--- config.mk ---
export PLATFORM = sky130hd
export DESIGN_NAME = fetch_unit_flat
export DESIGN_NICKNAME = d
export VERILOG_FILES = /design/src/rtl/fetch_unit_if.sv /design/src/rtl/fetch_unit.sv /design/src/flat_wrapper.sv
export SDC_FILE = /design/constraint.sdc
export NUM_CORES = 1
export LEC_CHECK = 0
export ABC_CLOCK_PERIOD_IN_PS = 2830
export CAP_MARGIN = 0
export CORE_ASPECT_RATIO = 0.8
export CORE_UTILIZATION = 55
export DETAILED_ROUTE_END_ITERATION = 8
export PLACE_DENSITY = 0.8
export SKIP_LAST_GASP = 1
export SYNTH_ARGS = -nofsm -noshare
export SYNTH_HDL_FRONTEND = slang
export SYNTH_SLANG_ARGS = --single-unit
--- constraint.sdc ---
create_clock -name clk -period 2.83 [get_ports clk]
set_input_delay 0.566 -clock clk [delete_from_list [all_inputs] [get_ports clk]]
set_output_delay 0.566 -clock clk [all_outputs]
set_load 0.05 [all_outputs]
--- src/rtl/fetch_unit_if.sv ---
// Fetch-unit bundle: redirect input, instruction-memory port, decode-side
// instruction stream and buffer occupancy.
interface fetch_unit_if #(
  parameter int DATA_WIDTH = 32,
  parameter int DEPTH      = 4
);
  localparam int CNT_W = $clog2(DEPTH + 1);

  logic                  redirect_valid;
  logic [DATA_WIDTH-1:0] redirect_pc;
  logic                  imem_req;
  logic [DATA_WIDTH-1:0] imem_addr;
  logic [DATA_WIDTH-1:0] imem_rdata;
  logic                  instr_valid;
  logic [DATA_WIDTH-1:0] instr;
  logic [DATA_WIDTH-1:0] instr_pc;
  logic                  instr_ready;
  logic [CNT_W-1:0]      buf_count;

  // Fetch-unit side.
  modport master (
    input  redirect_valid, redirect_pc, imem_rdata, instr_ready,
    output imem_req, imem_addr, instr_valid, instr, instr_pc, buf_count
  );

  // Execute / memory / decode side.
  modport slave (
    output redirect_valid, redirect_pc, imem_rdata, instr_ready,
    input  imem_req, imem_addr, instr_valid, instr, instr_pc, buf_count
  );
endinterface

--- src/rtl/fetch_unit.sv ---
// Instruction fetch unit: issues sequential fixed-latency memory reads, buffers
// {pc, instr} pairs in a circular buffer, and restarts fetch on redirect.
module fetch_unit #(
  parameter int                    DATA_WIDTH = 32,
  parameter int                    DEPTH      = 4,
  parameter logic [DATA_WIDTH-1:0] RESET_PC   = '0
) (
  input  logic      clk,
  input  logic      rst,
  fetch_unit_if.master bus
);
  localparam int CNT_W = $clog2(DEPTH + 1);
  localparam int PTR_W = $clog2(DEPTH);

  typedef struct packed {
    logic [DATA_WIDTH-1:0] pc;
    logic [DATA_WIDTH-1:0] instr;
  } entry_t;

  logic [DATA_WIDTH-1:0] r_fetch_pc;
  logic [DATA_WIDTH-1:0] r_inflight_pc;
  logic                  r_inflight;
  logic [CNT_W-1:0]      r_count;
  logic [PTR_W-1:0]      r_rd_ptr;
  logic [PTR_W-1:0]      r_wr_ptr;
  entry_t                r_mem [DEPTH];

  logic [CNT_W:0]        w_occupancy;
  logic                  w_req;
  logic                  w_valid;
  logic                  w_push;
  logic                  w_pop;
  logic [DATA_WIDTH-1:0] w_target;

  function automatic logic [PTR_W-1:0] ptr_inc(input logic [PTR_W-1:0] p);
    return (p == PTR_W'(DEPTH - 1)) ? '0 : p + PTR_W'(1);
  endfunction

  // Buffered entries plus the one in flight must fit, so a returning
  // response always has a free slot.
  assign w_occupancy = {1'b0, r_count} + {{CNT_W{1'b0}}, r_inflight};
  assign w_req       = rst && !bus.redirect_valid &&
                       (w_occupancy < (CNT_W + 1)'(DEPTH));
  assign w_valid     = (r_count != '0) && !bus.redirect_valid;
  assign w_push      = r_inflight && !bus.redirect_valid;
  assign w_pop       = w_valid && bus.instr_ready;
  assign w_target    = bus.redirect_pc & ~DATA_WIDTH'(3);

  // NOTE: sequential state uses non-blocking assignments so every register
  // samples the pre-edge values of its neighbours.
  always_ff @(posedge clk or negedge rst) begin
    if (!rst) begin
      r_fetch_pc    <= RESET_PC;
      r_inflight_pc <= RESET_PC;
      r_inflight    <= 1'b0;
      r_count       <= '0;
      r_rd_ptr      <= '0;
      r_wr_ptr      <= '0;
    end else if (bus.redirect_valid) begin
      r_fetch_pc <= w_target;
      r_inflight <= 1'b0;
      r_count    <= '0;
      r_rd_ptr   <= '0;
      r_wr_ptr   <= '0;
    end else begin
      r_inflight <= w_req;
      if (w_req) begin
        r_fetch_pc    <= r_fetch_pc + DATA_WIDTH'(4);
        r_inflight_pc <= r_fetch_pc;
      end
      if (w_push) r_wr_ptr <= ptr_inc(r_wr_ptr);
      if (w_pop)  r_rd_ptr <= ptr_inc(r_rd_ptr);
      // NOTE: the empty default keeps the count on push+pop without
      // needing a separate hold branch.
      case ({w_push, w_pop})
        2'b10:   r_count <= r_count + CNT_W'(1);
        2'b01:   r_count <= r_count - CNT_W'(1);
        default: ;
      endcase
    end
  end

  // NOTE: buffer storage is not reset; an entry is only observed after a
  // push has written it, and r_count guards every read.
  always_ff @(posedge clk) begin
    if (w_push) r_mem[r_wr_ptr] <= '{pc: r_inflight_pc, instr: bus.imem_rdata};
  end

  assign bus.imem_req    = w_req;
  assign bus.imem_addr   = r_fetch_pc;
  assign bus.instr_valid = w_valid;
  assign bus.instr       = r_mem[r_rd_ptr].instr;
  assign bus.instr_pc    = r_mem[r_rd_ptr].pc;
  assign bus.buf_count   = r_count;

  a_no_overflow: assert property (@(posedge clk) disable iff (!rst)
    !(w_push && !w_pop && (r_count == CNT_W'(DEPTH))));
  a_no_underflow: assert property (@(posedge clk) disable iff (!rst)
    !(w_pop && !w_push && (r_count == '0)));

endmodule

--- src/flat_wrapper.sv ---
// flat-port wrapper written by rule: the top's interface ports become plain ports
module fetch_unit_flat 
#(
  parameter int                    DATA_WIDTH = 32,
  parameter int                    DEPTH      = 4,
  parameter logic [DATA_WIDTH-1:0] RESET_PC   = '0
)
  (clk, rst, bus_redirect_valid, bus_redirect_pc, bus_imem_rdata, bus_instr_ready, bus_imem_req, bus_imem_addr, bus_instr_valid, bus_instr, bus_instr_pc, bus_buf_count);
  fetch_unit_if #(.DATA_WIDTH(DATA_WIDTH), .DEPTH(DEPTH)) bus_i ();
  input  logic clk;
  input  logic rst;
  input wire logic [$bits(bus_i.redirect_valid)-1:0] bus_redirect_valid;
  input wire logic [$bits(bus_i.redirect_pc)-1:0] bus_redirect_pc;
  input wire logic [$bits(bus_i.imem_rdata)-1:0] bus_imem_rdata;
  input wire logic [$bits(bus_i.instr_ready)-1:0] bus_instr_ready;
  output wire logic [$bits(bus_i.imem_req)-1:0] bus_imem_req;
  output wire logic [$bits(bus_i.imem_addr)-1:0] bus_imem_addr;
  output wire logic [$bits(bus_i.instr_valid)-1:0] bus_instr_valid;
  output wire logic [$bits(bus_i.instr)-1:0] bus_instr;
  output wire logic [$bits(bus_i.instr_pc)-1:0] bus_instr_pc;
  output wire logic [$bits(bus_i.buf_count)-1:0] bus_buf_count;
  assign bus_i.redirect_valid = bus_redirect_valid;
  assign bus_i.redirect_pc = bus_redirect_pc;
  assign bus_i.imem_rdata = bus_imem_rdata;
  assign bus_i.instr_ready = bus_instr_ready;
  assign bus_imem_req = bus_i.imem_req;
  assign bus_imem_addr = bus_i.imem_addr;
  assign bus_instr_valid = bus_i.instr_valid;
  assign bus_instr = bus_i.instr;
  assign bus_instr_pc = bus_i.instr_pc;
  assign bus_buf_count = bus_i.buf_count;
  fetch_unit #(.DATA_WIDTH(DATA_WIDTH), .DEPTH(DEPTH), .RESET_PC(RESET_PC)) u_core (.clk(clk), .rst(rst), .bus(bus_i));
endmodule
[After elaboration in Yosys (flattened, before gate mapping)]
Memory sizes are Yosys's and may differ from the RTL's.
Cells that the tools add are included.
Word-level totals
  register bits after elaboration: 72
  bits in writable memories: 256
  input bits: 68
  output and inout bits: 101
  logic and storage cells: 44
  memories: 1
Operators by class
  $add $sub $neg: 6
  magnitude comparators: 1
  eq/ne operators: 4
  mux-type cells: 13
  bitwise operators: 1
  reductions and logical operators: 12
Memory list
  u_core.r_mem: depth 4, bits a word 64, read ports 1, clocked after Yosys merged registers in 0, write ports 1, RTL line fetch_unit.sv:26  | entry_t r_mem [DEPTH];
Operators with widths (number)
  $mux 32: 2
  $add 32x3->32 const B: 1
  $mux 2: 6
  $eq 2x2->1 const B: 3
  $pmux 3 s2: 1
  $reduce_bool 2->1: 3
  $reduce_bool 3->1: 2
  $logic_and 1x1->1: 5
  $add 2x1->2 const B: 2
  $add 3x1->4: 1
  $lt 4x3->1 const B: 1
  $add 3x1->3 const B: 1
  $mux 1: 3
  $mux 3: 1
  $sub 3x1->3 const B: 1
  $eq 2x1->1 const B: 1
  $reduce_and 2->1: 1
  $logic_not 1->1: 1
  $not 1->1: 1

[Longest topological paths before layout]
Gate-level depths: netlist (run 1).
  depth after elaboration: 6
  depth in mapped cells: 9
  mapped depth without buffers: 7

[Worst setup path after synthesis (run 1)]
No wires, ideal clock.
  path type: in2reg
  start: input port bus_redirect_valid
  end: memory u_core.r_mem[0][0] (netlist bit), enable pin
  arrival: 2.415 ns
  path slack: -0.012 ns
  cell stages on the path: 3
  buffers on the path: 1
  path through: clkbuf_1 > nor2b_1 > and2_1
Between the ends
  cells in the longest elaborated chain, start to end: 4
Ends and longest elaborated chain
  from (decl): RTL line flat_wrapper.sv:12  | input wire logic [$bits(bus_i.redirect_valid)-1:0] bus_redirect_valid;
  $logic_not 1->1: RTL line fetch_unit.sv:45  | assign w_push = r_inflight && !bus.redirect_valid;
  $logic_and 1x1->1: RTL line fetch_unit.sv:45
  $mux 1: RTL line fetch_unit.sv:86  | if (w_push) r_mem[r_wr_ptr] <= '{pc: r_inflight_pc, instr: bus.imem_rdata};
  $mux 1 (not written as such): RTL line fetch_unit.sv:86
  to (decl): RTL line fetch_unit.sv:26
Every way passes these cells.

[Worst setup path in the final report (run 1)]
  start: register u_core.r_rd_ptr[0]
  end: output port bus_instr[30]
Between the ends
  cells in the longest elaborated chain, start to end: 1
Ends and longest elaborated chain
  from (decl): RTL line fetch_unit.sv:24  | logic [PTR_W-1:0] r_rd_ptr;
  from (signal assigned): RTL line fetch_unit.sv:72  | if (w_pop) r_rd_ptr <= ptr_inc(r_rd_ptr);
  $mem_v2 4x64
  to (decl): RTL line flat_wrapper.sv:19  | output wire logic [$bits(bus_i.instr)-1:0] bus_instr;
Every way passes these cells.

==> run summary, run 1 <==
status: finished, final reports clean
skew final: 0.00727 ns
Final Cell Area: 0.0155 mm²
Critical Path Start Type: flop
# IOs: 169
CP Launch Point: u_core.r_rd_ptr[0]
Via density: 5.84
Top FF cell, synth: edfxtp_1
CTS tree: done
chip height: 136 µm
Buffers on Ports: 162
Cell Area, Synth: 0.0124 mm²
Site Rows: 48
Nets: 983
final slew viol count: 0
initial antenna violation count: 0
vias in the first global route: 7,135
Final Cycle Share: 95.5%
logic gate share of total power: 15.7%
vias: 7,197
Starting Density: 56.8%
fmax: 0.370 GHz
unrepaired setup endpoints after global routing: false
clock net sink count: 316
Syn Area/Cell: 17.2 µm²
max-cap viol count: 0
Switching Share: 26.8%
R2R Path Start: u_core.bus.imem_addr[9]
clock share of power: 34.2%
pwr dens: 714 mW/mm²
commonest non-fill, non-tap cell in the layout: edfxtp_1
Post-Route WL: 26,500 µm
WP data required: 2.26 ns
placed cells: 1,172
Synth async-reset ratio: 21.5%
Final GP Congestion: 0.844
Net Switching: 2.96 mW
CP max FO: 5
Final Hold Slack: 0.251 ns
TritonCTS Buffers: 30
RR Endpoint: u_core.bus.imem_addr[25]
Leakage: 5.58 nW
wire per inst: 21.5 µm
overall power: 11.0 mW
post-route ant nets: 0
Detailed Place HPWL: 16,800 µm
Post-synth EDFFs: 248
largest net degree at the start of global routing: 69
Hold Vio Cnt, Final: 0
commonest non-fill, non-tap cells in the layout: 248 x edfxtp_1, 122 x nand2_1, 97 x clkdlybuf4s50_1, 72 x buf_4, 66 x dfrtp_1
area grow syn2layout: 25.0%
Peak VDD IR: 0.000443 V
fillers: 1,420
gr ovfl total: 0
Yosys cell types: 47
WP data arrival: 2.14 ns
global-route wire length before repair: 40,500 µm
cells after synthesis: 720
fin crit period: 2.70 ns
Residual DRC: 0
Slew HR: 41.9%
internal reg-to-reg setup slack: 0.58 ns
total track usage: 23.3%
Worst Setup Path Type: reg2out
Iter 0 DRT Violations: 565
Critical Path Sink: bus_instr[30]
Die Area: 0.0231 mm²
H-tree Lvls: 1
Core Area: 0.0218 mm²
number of diodes: 0
CTS root buffer: clkbuf_16
Reg power frac: 50.1%
Syn. warnings: 0
clock latency on the worst-skew pair: 0.54 ns
sequential element share of the synthesized area: 73.8%
layout cells sized above 1: 23.1%
Internal Pwr Total: 8.09 mW
die width: 170 µm
Pre-antenna DRT Iters: 5
R2R depth: 5
Setup Viol. Count Final: 0
setup_tns: 0 ns
Worst setup EP type: primary output
clock transition at the registers of the reported paths: 0.06 ns
Post-Layout Cell Count: 1,232
synthesized flop and latch total: 316
HP Class: in2async
clock tree buffer depth: 3
worst slew pin tran: 0.872 ns
placed standard-cell area: 0.0145 mm²
## synthesized netlist by cell type, types with 7 or more instances
cell type  number  share of area (%)
edfxtp_1      248                 60
nand2_1       122                3.7
dfrtp_1        68                 14
mux4_2         62                 11
nand3_1        27                1.1
clkbuf_1       22               0.67
nor2_1         16               0.48
o21ai_0        14               0.57
a21oi_1         9               0.36
buf_2           9               0.36
o311ai_0        9               0.64
and3_1          8               0.40
nand4_1         8               0.40
a221o_1         7               0.57
nor3_1          7               0.28
o211ai_1        7               0.42
## flip-flops by register name (all words and copies together) (netlist names)
name / flops
u_core.bus.imem_addr: 30
u_core.r_wr_ptr: 2
u_core.r_mem: 248
u_core.bus.buf_count: 3
u_core.r_inflight: 1
u_core.r_inflight_pc: 30
u_core.r_rd_ptr: 2
## power groups by stage
| stage | Combinational, mW | Clock (mW) | Sequential, mW |
|---|---|---|---|
| finish | 1.74 | 3.77 | 5.54 |
| global route | 1.84 | 4.00 | 5.57 |
| CTS | 1.72 | 3.83 | 5.54 |
| detailed placement | 1.71 | 0 | 5.63 |
| global placement | 1.70 | 0 | 5.61 |
| floorplan | 0.956 | 0 | 5.72 |
## layout make-up
class | count | area (µm²) | area share (%)
Clock inverter | 17 | 111 | 0.719
Tap cell | 300 | 375 | 2.42
Multi-Input combinational cell | 360 | 3060 | 19.8
Timing Repair Buffer | 194 | 1930 | 12.5
Clock buffer | 39 | 826 | 5.33
Inverter | 6 | 22.5 | 0.145
Sequential cell | 316 | 9150 | 59.1
## per-stage QoR
| step | setup WS [ns] | util [%] |
|---|---|---|
| 6_report | 0.128 | 71.0 |
| 5_1_grt | 0.0557 | 71.0 |
| 4_1_cts | -0.0566 | 70.8 |
| 3_5_place_dp | 0.275 | 66.5 |
| 3_3_place_gp | 0.284 | 66.5 |
| 2_1_floorplan | 0.353 | - |
## cells by family (layout without fill, tap and decap cells)
group,after synthesis,in the layout,share of synthesized area [%]
AOI/OAI and AO/OA,59,59,3.33
xor gates and xnor gates,2,2,0.141
adders and majority gates,7,7,0.768
buffers and inverters,47,256,1.64
DFF,316,316,73.8
muxes,68,68,11.8
other,1,4,0.0303
and+or+nand+nor,220,220,8.49
## worst max-delay path, stage by stage, from the launching register on
cell and delay (ns):
dfrtp_4 0.44, buf_4 0.18, mux4_2 0.53, dlygate4sd2_1 0.45
## layer usage
metal	vias to the layer above	part of all wire (%)	GRT usage (%)
li1	3197	-	-
met1	3650	44	35.6
met2	314	47	35.7
met3	36	7.5	4.10
met4	0	1.4	4.45
met5	-	0	0
## how the worst min path moves through the flow
| stage | startpoint | endpoint | slack [ns] | cells past startpoint |
|---|---|---|---|---|
| after floorplan | rst | u_core.bus.buf_count[0] | 0.27 | 0 |
| after global placement | u_core.r_inflight_pc[21] | u_core.r_mem[3][53] | 0.50 | 0 |
| after detailed placement | u_core.r_inflight_pc[9] | u_core.r_mem[2][41] | 0.50 | 0 |
| after CTS | rst | u_core.bus.buf_count[2] | 0.29 | 2 |
| after global routing | rst | u_core.bus.imem_addr[25] | 0.34 | 2 |
| final | rst | u_core.bus.buf_count[2] | 0.25 | 2 |
## repair_timing
action / CTS / global route
endpoints found under the setup margin: 23 / 26
hold buffers: 0 / 0
pin swaps: 0 / 0
gates resized for setup: 7 / 4
gates cloned: 0 / 0
setup buffers: 0 / 4
Power figures use the tool's default switching activity.
==> run 2, diff against run 1 <==
Settings changed: ABC_CLOCK_PERIOD_IN_PS 2830 to 3500, CORE_UTILIZATION 55 to 59, PLACE_DENSITY 0.8 to 0.85.
Clock period 2.83 ns to 3.5 ns, I/O delays scaled along.
==> run 2 against run 1 <==
  * Total power down 19%
  * Via count up 0.50%
  * First-iteration DRC count up 18%
  * Core utilization up 3.7 points
  * Non-clock buffer count down 13
  * Sequential power down 19%
  * Hold slack better by 0.18 ns
  * Sequential cell count unchanged
  * Design area down 0.37%
  * Critical path type unchanged
  * Critical endpoint is now bus_instr[24]
  * Highest routed layer unchanged
==> run summary, run 2 (same netlist as run 1, synthesis figures left out) <==
status: finished, final reports clean
Final GP Congestion: 0.896
Final Cell Area: 0.0154 mm²
CTS root buffer: clkbuf_16
Nets: 969
commonest non-fill, non-tap cell in the layout: edfxtp_1
clock transition at the registers of the reported paths: 0.07 ns
Final Hold Slack: 0.427 ns
Peak VDD IR: 0.000387 V
Worst Setup Path Type: reg2out
fmax: 0.294 GHz
setup_tns: 0 ns
Post-Route WL: 26,100 µm
max reg flops: 248
clock tree buffer depth: 3
WP data arrival: 2.70 ns
skew final: 0.0222 ns
final slew viol count: 0
placed standard-cell area: 0.0145 mm²
Worst setup EP type: primary output
Detailed Place HPWL: 16,000 µm
pwr dens: 582 mW/mm²
area grow syn2layout: 24.5%
clock net sink count: 316
overall power: 8.97 mW
Buffers on Ports: 162
Setup Viol. Count Final: 0
layout cells sized above 1: 16.0%
TritonCTS Buffers: 29
Critical Path Start Type: flop
H-tree Lvls: 1
initial antenna violation count: 1
fin crit period: 3.40 ns
Starting Density: 60.0%
Slew HR: 34.0%
Via density: 6.10
Residual DRC: 0
hold buffer count at CTS: 0
clock latency on the worst-skew pair: 0.54 ns
# IOs: 169
vias in the first global route: 7,227
max-cap viol count: 0
Biggest register: u_core.r_mem
HP Class: in2async
post-route ant nets: 0
largest net degree at the start of global routing: 69
vias: 7,233
WP data required: 2.80 ns
gr ovfl total: 0
wire per inst: 22.0 µm
CTS tree: done
global-route wire length before repair: 40,300 µm
Final Cycle Share: 97.1%
Site Rows: 47
chip height: 132 µm
CP max FO: 18
worst slew pin tran: 0.987 ns
Leakage: 5.51 nW
Die Area: 0.0216 mm²
total track usage: 24.8%
Hold Vio Cnt, Final: 0
die width: 164 µm
Iter 0 DRT Violations: 665
unrepaired setup endpoints after global routing: false
commonest non-fill, non-tap cells in the layout: 248 x edfxtp_1, 150 x clkdlybuf4s50_1, 122 x nand2_1, 66 x dfrtp_1, 62 x mux4_2
Pre-antenna DRT Iters: 5
Core Area: 0.0206 mm²
## run 2: changes by cell type in the layout (fill, tap and decap cells not counted), moves of 2 or more
cell             before  now
buf_12               16   10
buf_4                72   10
bufinv_16             1    3
clkbuf_1              6    3
clkbuf_16            31   29
clkdlybuf4s50_1      97  150
dlygate4sd2_1         6    0
dlymetal6s2s_1        0    9
## run 2: final cells by class
| type | count | area (µm²) |
|---|---|---|
| fillers | 1175 | 5220 |
| diodes | 1 | 2.50 |
| clock inverters | 20 | 181 |
| well taps | 269 | 337 |
| repair buffers | 181 | 1910 |
| inverters | 6 | 22.5 |
| flip-flops and latches | 316 | 9160 |
| clock buffers | 33 | 751 |
| multi-input cells | 360 | 3060 |
## run 2: worst max-delay path, stage by stage, from the launching register on
cell,delay (ns)
dfrtp_4,0.65
buf_12,0.24
mux4_2,0.52
clkdlybuf4s50_1,0.72
## run 2: through the flow
stage | std cells | utilization [%] | setup WS [ns]
after CTS | 1185 | 74.6 | 0.0356
after global placement | 1131 | 70.0 | 0.482
after floorplan | 723 | - | 0.524
after detailed placement | 1131 | 70.0 | 0.454
after global routing | 1185 | 74.7 | 0.000102
final | 1186 | 74.7 | 0.102
## run 2: routing by layer
layer / track usage [%] / share of wire (%) / vias to the layer above
met4: 7.05 / 2.4 / 0
met3: 4.80 / 9.3 / 54
met1: 36.1 / 41 / 3611
met2: 38.8 / 47 / 418
li1: - / - / 3150
met5: 0 / 0 / -
## run 2: power by group
group          switching (mW)  total (mW)  internal, mW  leakage [nW]
registers               0.218        4.49          4.28          3.10
clock network            1.32        3.08          1.76         0.457
logic                   0.850        1.40         0.547          1.95
## run 2: path summary, 6_finish.rpt
path	from	to	slack, ns	cells after the start
setup / recovery	u_core.r_rd_ptr[0]	bus_instr[24]	0.10	3
hold / removal	rst	u_core.bus.imem_addr[14]	0.43	2
setup reg to reg	u_core.r_inflight	u_core.bus.imem_addr[10]	1.15	6
hold reg to reg	u_core.r_inflight_pc[9]	u_core.r_mem[2][41]	0.52	0
max in group asynchronous	rst	u_core.r_rd_ptr[1]	2.43	2
min in group clk	u_core.r_inflight_pc[9]	u_core.r_mem[2][41]	0.52	0
## run 2: repair_timing
| action | 4_1_cts | 5_1_grt |
|---|---|---|
| gates cloned | 0 | 0 |
| setup endpoints to repair | 45 | 9 |
| buffers inserted | 1 | 0 |
| gates resized for setup | 0 | 9 |
==> run 3, diff against run 2 <==
Settings changed: CORE_MARGIN set to 4.
==> run 3 against run 2 <==
  * Combinational power about the same
  * Die area increased by 8.4%
  * Hold slack improved by 0.0032 ns
  * Register-to-register slack got worse by 0.11 ns
  * Non-clock buffer count increased by 4
  * Total power increased by 1.3%
  * Clock skew decreased by 0.0085 ns
  * Core utilization increased by 0.11 points
  * Count of clock-buffer cells in the layout increased by 3
  * Sequential power about the same
  * Critical endpoint is now bus_instr[29]
  * Highest routed layer unchanged
==> run summary, run 3 (same netlist as run 1, synthesis figures left out) <==
Worst Setup Path Type: reg2out
R2R Path Start: u_core.r_inflight
Leakage: 5.47 nW
vias: 7,273
chip height: 138 µm
Worst setup EP type: primary output
H-tree Lvls: 1
clock tree buffer depth: 3
number of diodes: 0
Peak VDD IR: 0.000461 V
setup_tns: 0 ns
WP data required: 2.80 ns
initial antenna violation count: 0
skew final: 0.0136 ns
max reg flops: 248
Via density: 6.12
clock latency on the worst-skew pair: 0.53 ns
commonest non-fill, non-tap cell in the layout: edfxtp_1
global-route wire length before repair: 41,900 µm
CTS tree: done
Die Area: 0.0234 mm²
fillers: 1,152
Setup Viol. Count Final: 0
status: finished, final reports clean
wire per inst: 22.9 µm
Detailed Place HPWL: 17,100 µm
crit-path cells: buf_4 -> mux4_2 -> clkdlybuf4s50_1
Max stage delay on crit path: 0.75 ns
Slew HR: 31.4%
commonest non-fill, non-tap cells in the layout: 248 x edfxtp_1, 158 x clkdlybuf4s50_1, 122 x nand2_1, 66 x dfrtp_1, 62 x mux4_2
max-cap viol count: 0
fin crit period: 3.39 ns
area grow syn2layout: 24.7%
HP Class: in2async
unrepaired setup endpoints after global routing: false
gr ovfl total: 0
pwr dens: 588 mW/mm²
final slew viol count: 0
Nets: 973
clock transition at the registers of the reported paths: 0.07 ns
WP data arrival: 2.69 ns
total track usage: 23.4%
post-route ant nets: 0
Final GP Congestion: 0.906
Final Cycle Share: 96.9%
Core Area: 0.0206 mm²
Site Rows: 47
Post-Route WL: 27,200 µm
Residual DRC: 0
CP max FO: 14
# IOs: 169
clock net sink count: 316
die width: 170 µm
fmax: 0.295 GHz
slowest CP cell: clkdlybuf4s50_1
Biggest register: u_core.r_mem
Pre-antenna DRT Iters: 5
Final Hold Slack: 0.430 ns
Buffers on Ports: 162
Hold Vio Cnt, Final: 0
CP Launch Point: u_core.r_rd_ptr[0]
vias in the first global route: 7,252
layout cells sized above 1: 15.8%
hold buffer count at CTS: 0
largest net degree at the start of global routing: 69
CTS root buffer: clkbuf_16
Starting Density: 60.0%
Critical Path Start Type: flop
worst slew pin tran: 1.02 ns
TritonCTS Buffers: 29
Iter 0 DRT Violations: 935
-- run 3: cell types whose count changed in the layout (fill, tap and decap cells not counted), sizes merged --
cell	previous run	this run
buf	22	26
bufinv	3	5
clkbuf	33	36
clkdlybuf4s50	150	158
clkinv	13	10
clkinvlp	3	0
diode	1	0
dlymetal6s2s	9	1
-- run 3: cell type report --
type	count	area [µm²]	share of cell area, %
Multi-Input combinational cell	360	3060	19.8
Clock inverter	16	205	1.33
Timing Repair Buffer	185	1910	12.4
Clock buffer	36	752	4.87
Tap cell	269	337	2.18
Inverter	6	22.5	0.146
Sequential cell	316	9150	59.3
-- run 3: timing repair --
action	in CTS	in global routing
resized for setup	0	1
setup endpoints to repair	0	1
endpoints found under the hold margin	0	0
setup buffers	0	0
-- run 3: critical path: cells and delay by family (launching register included) --
family / cells / cell delay (ns)
buffers and inverters: 2 / 1.01
DFF: 1 / 0.61
muxes: 1 / 0.52
-- run 3: per-stage QoR --
step / cell area [µm²] / utilization, % / cells / setup WS (ns) / total power [mW]
after floorplan: 12400 / - / 723 / 0.524 / 5.40
after global placement: 14500 / 70.2 / 1136 / 0.549 / 5.93
after detailed placement: 14500 / 70.2 / 1136 / 0.514 / 5.97
after CTS: 15400 / 74.8 / 1188 / 0.0418 / 9.14
after global routing: 15400 / 74.8 / 1188 / 0.00720 / 9.41
final: 15400 / 74.8 / 1188 / 0.108 / 9.08
-- run 3: path summary, 6_finish.rpt --
path	to	slack, ns	cells after the start
max	bus_instr[29]	0.11	3
min	u_core.bus.imem_addr[16]	0.43	2
min in group clk	u_core.r_mem[1][57]	0.52	0
max in group asynchronous	u_core.r_rd_ptr[0]	2.40	2
max reg2reg	u_core.bus.imem_addr[10]	1.04	6
min reg2reg	u_core.r_mem[1][57]	0.52	0
-- run 3: per-layer routing --
| metal | track usage [%] | part of all wire, % | wire [µm] | vias to the layer above |
|---|---|---|---|---|
| met4 | 3.99 | 1.6 | 423 | 0 |
| met3 | 4.82 | 9.5 | 2600 | 40 |
| met5 | 0 | 0 | 0 | - |
| li1 | - | - | - | 3170 |
| met2 | 36.5 | 47 | 12800 | 413 |
| met1 | 35.6 | 42 | 11500 | 3650 |
-- run 3: power breakdown --
group          internal, mW  switching [mW]  leakage, nW
Clock                  1.89            1.29        0.470
Combinational         0.548           0.863         1.90
Sequential             4.28           0.212         3.10
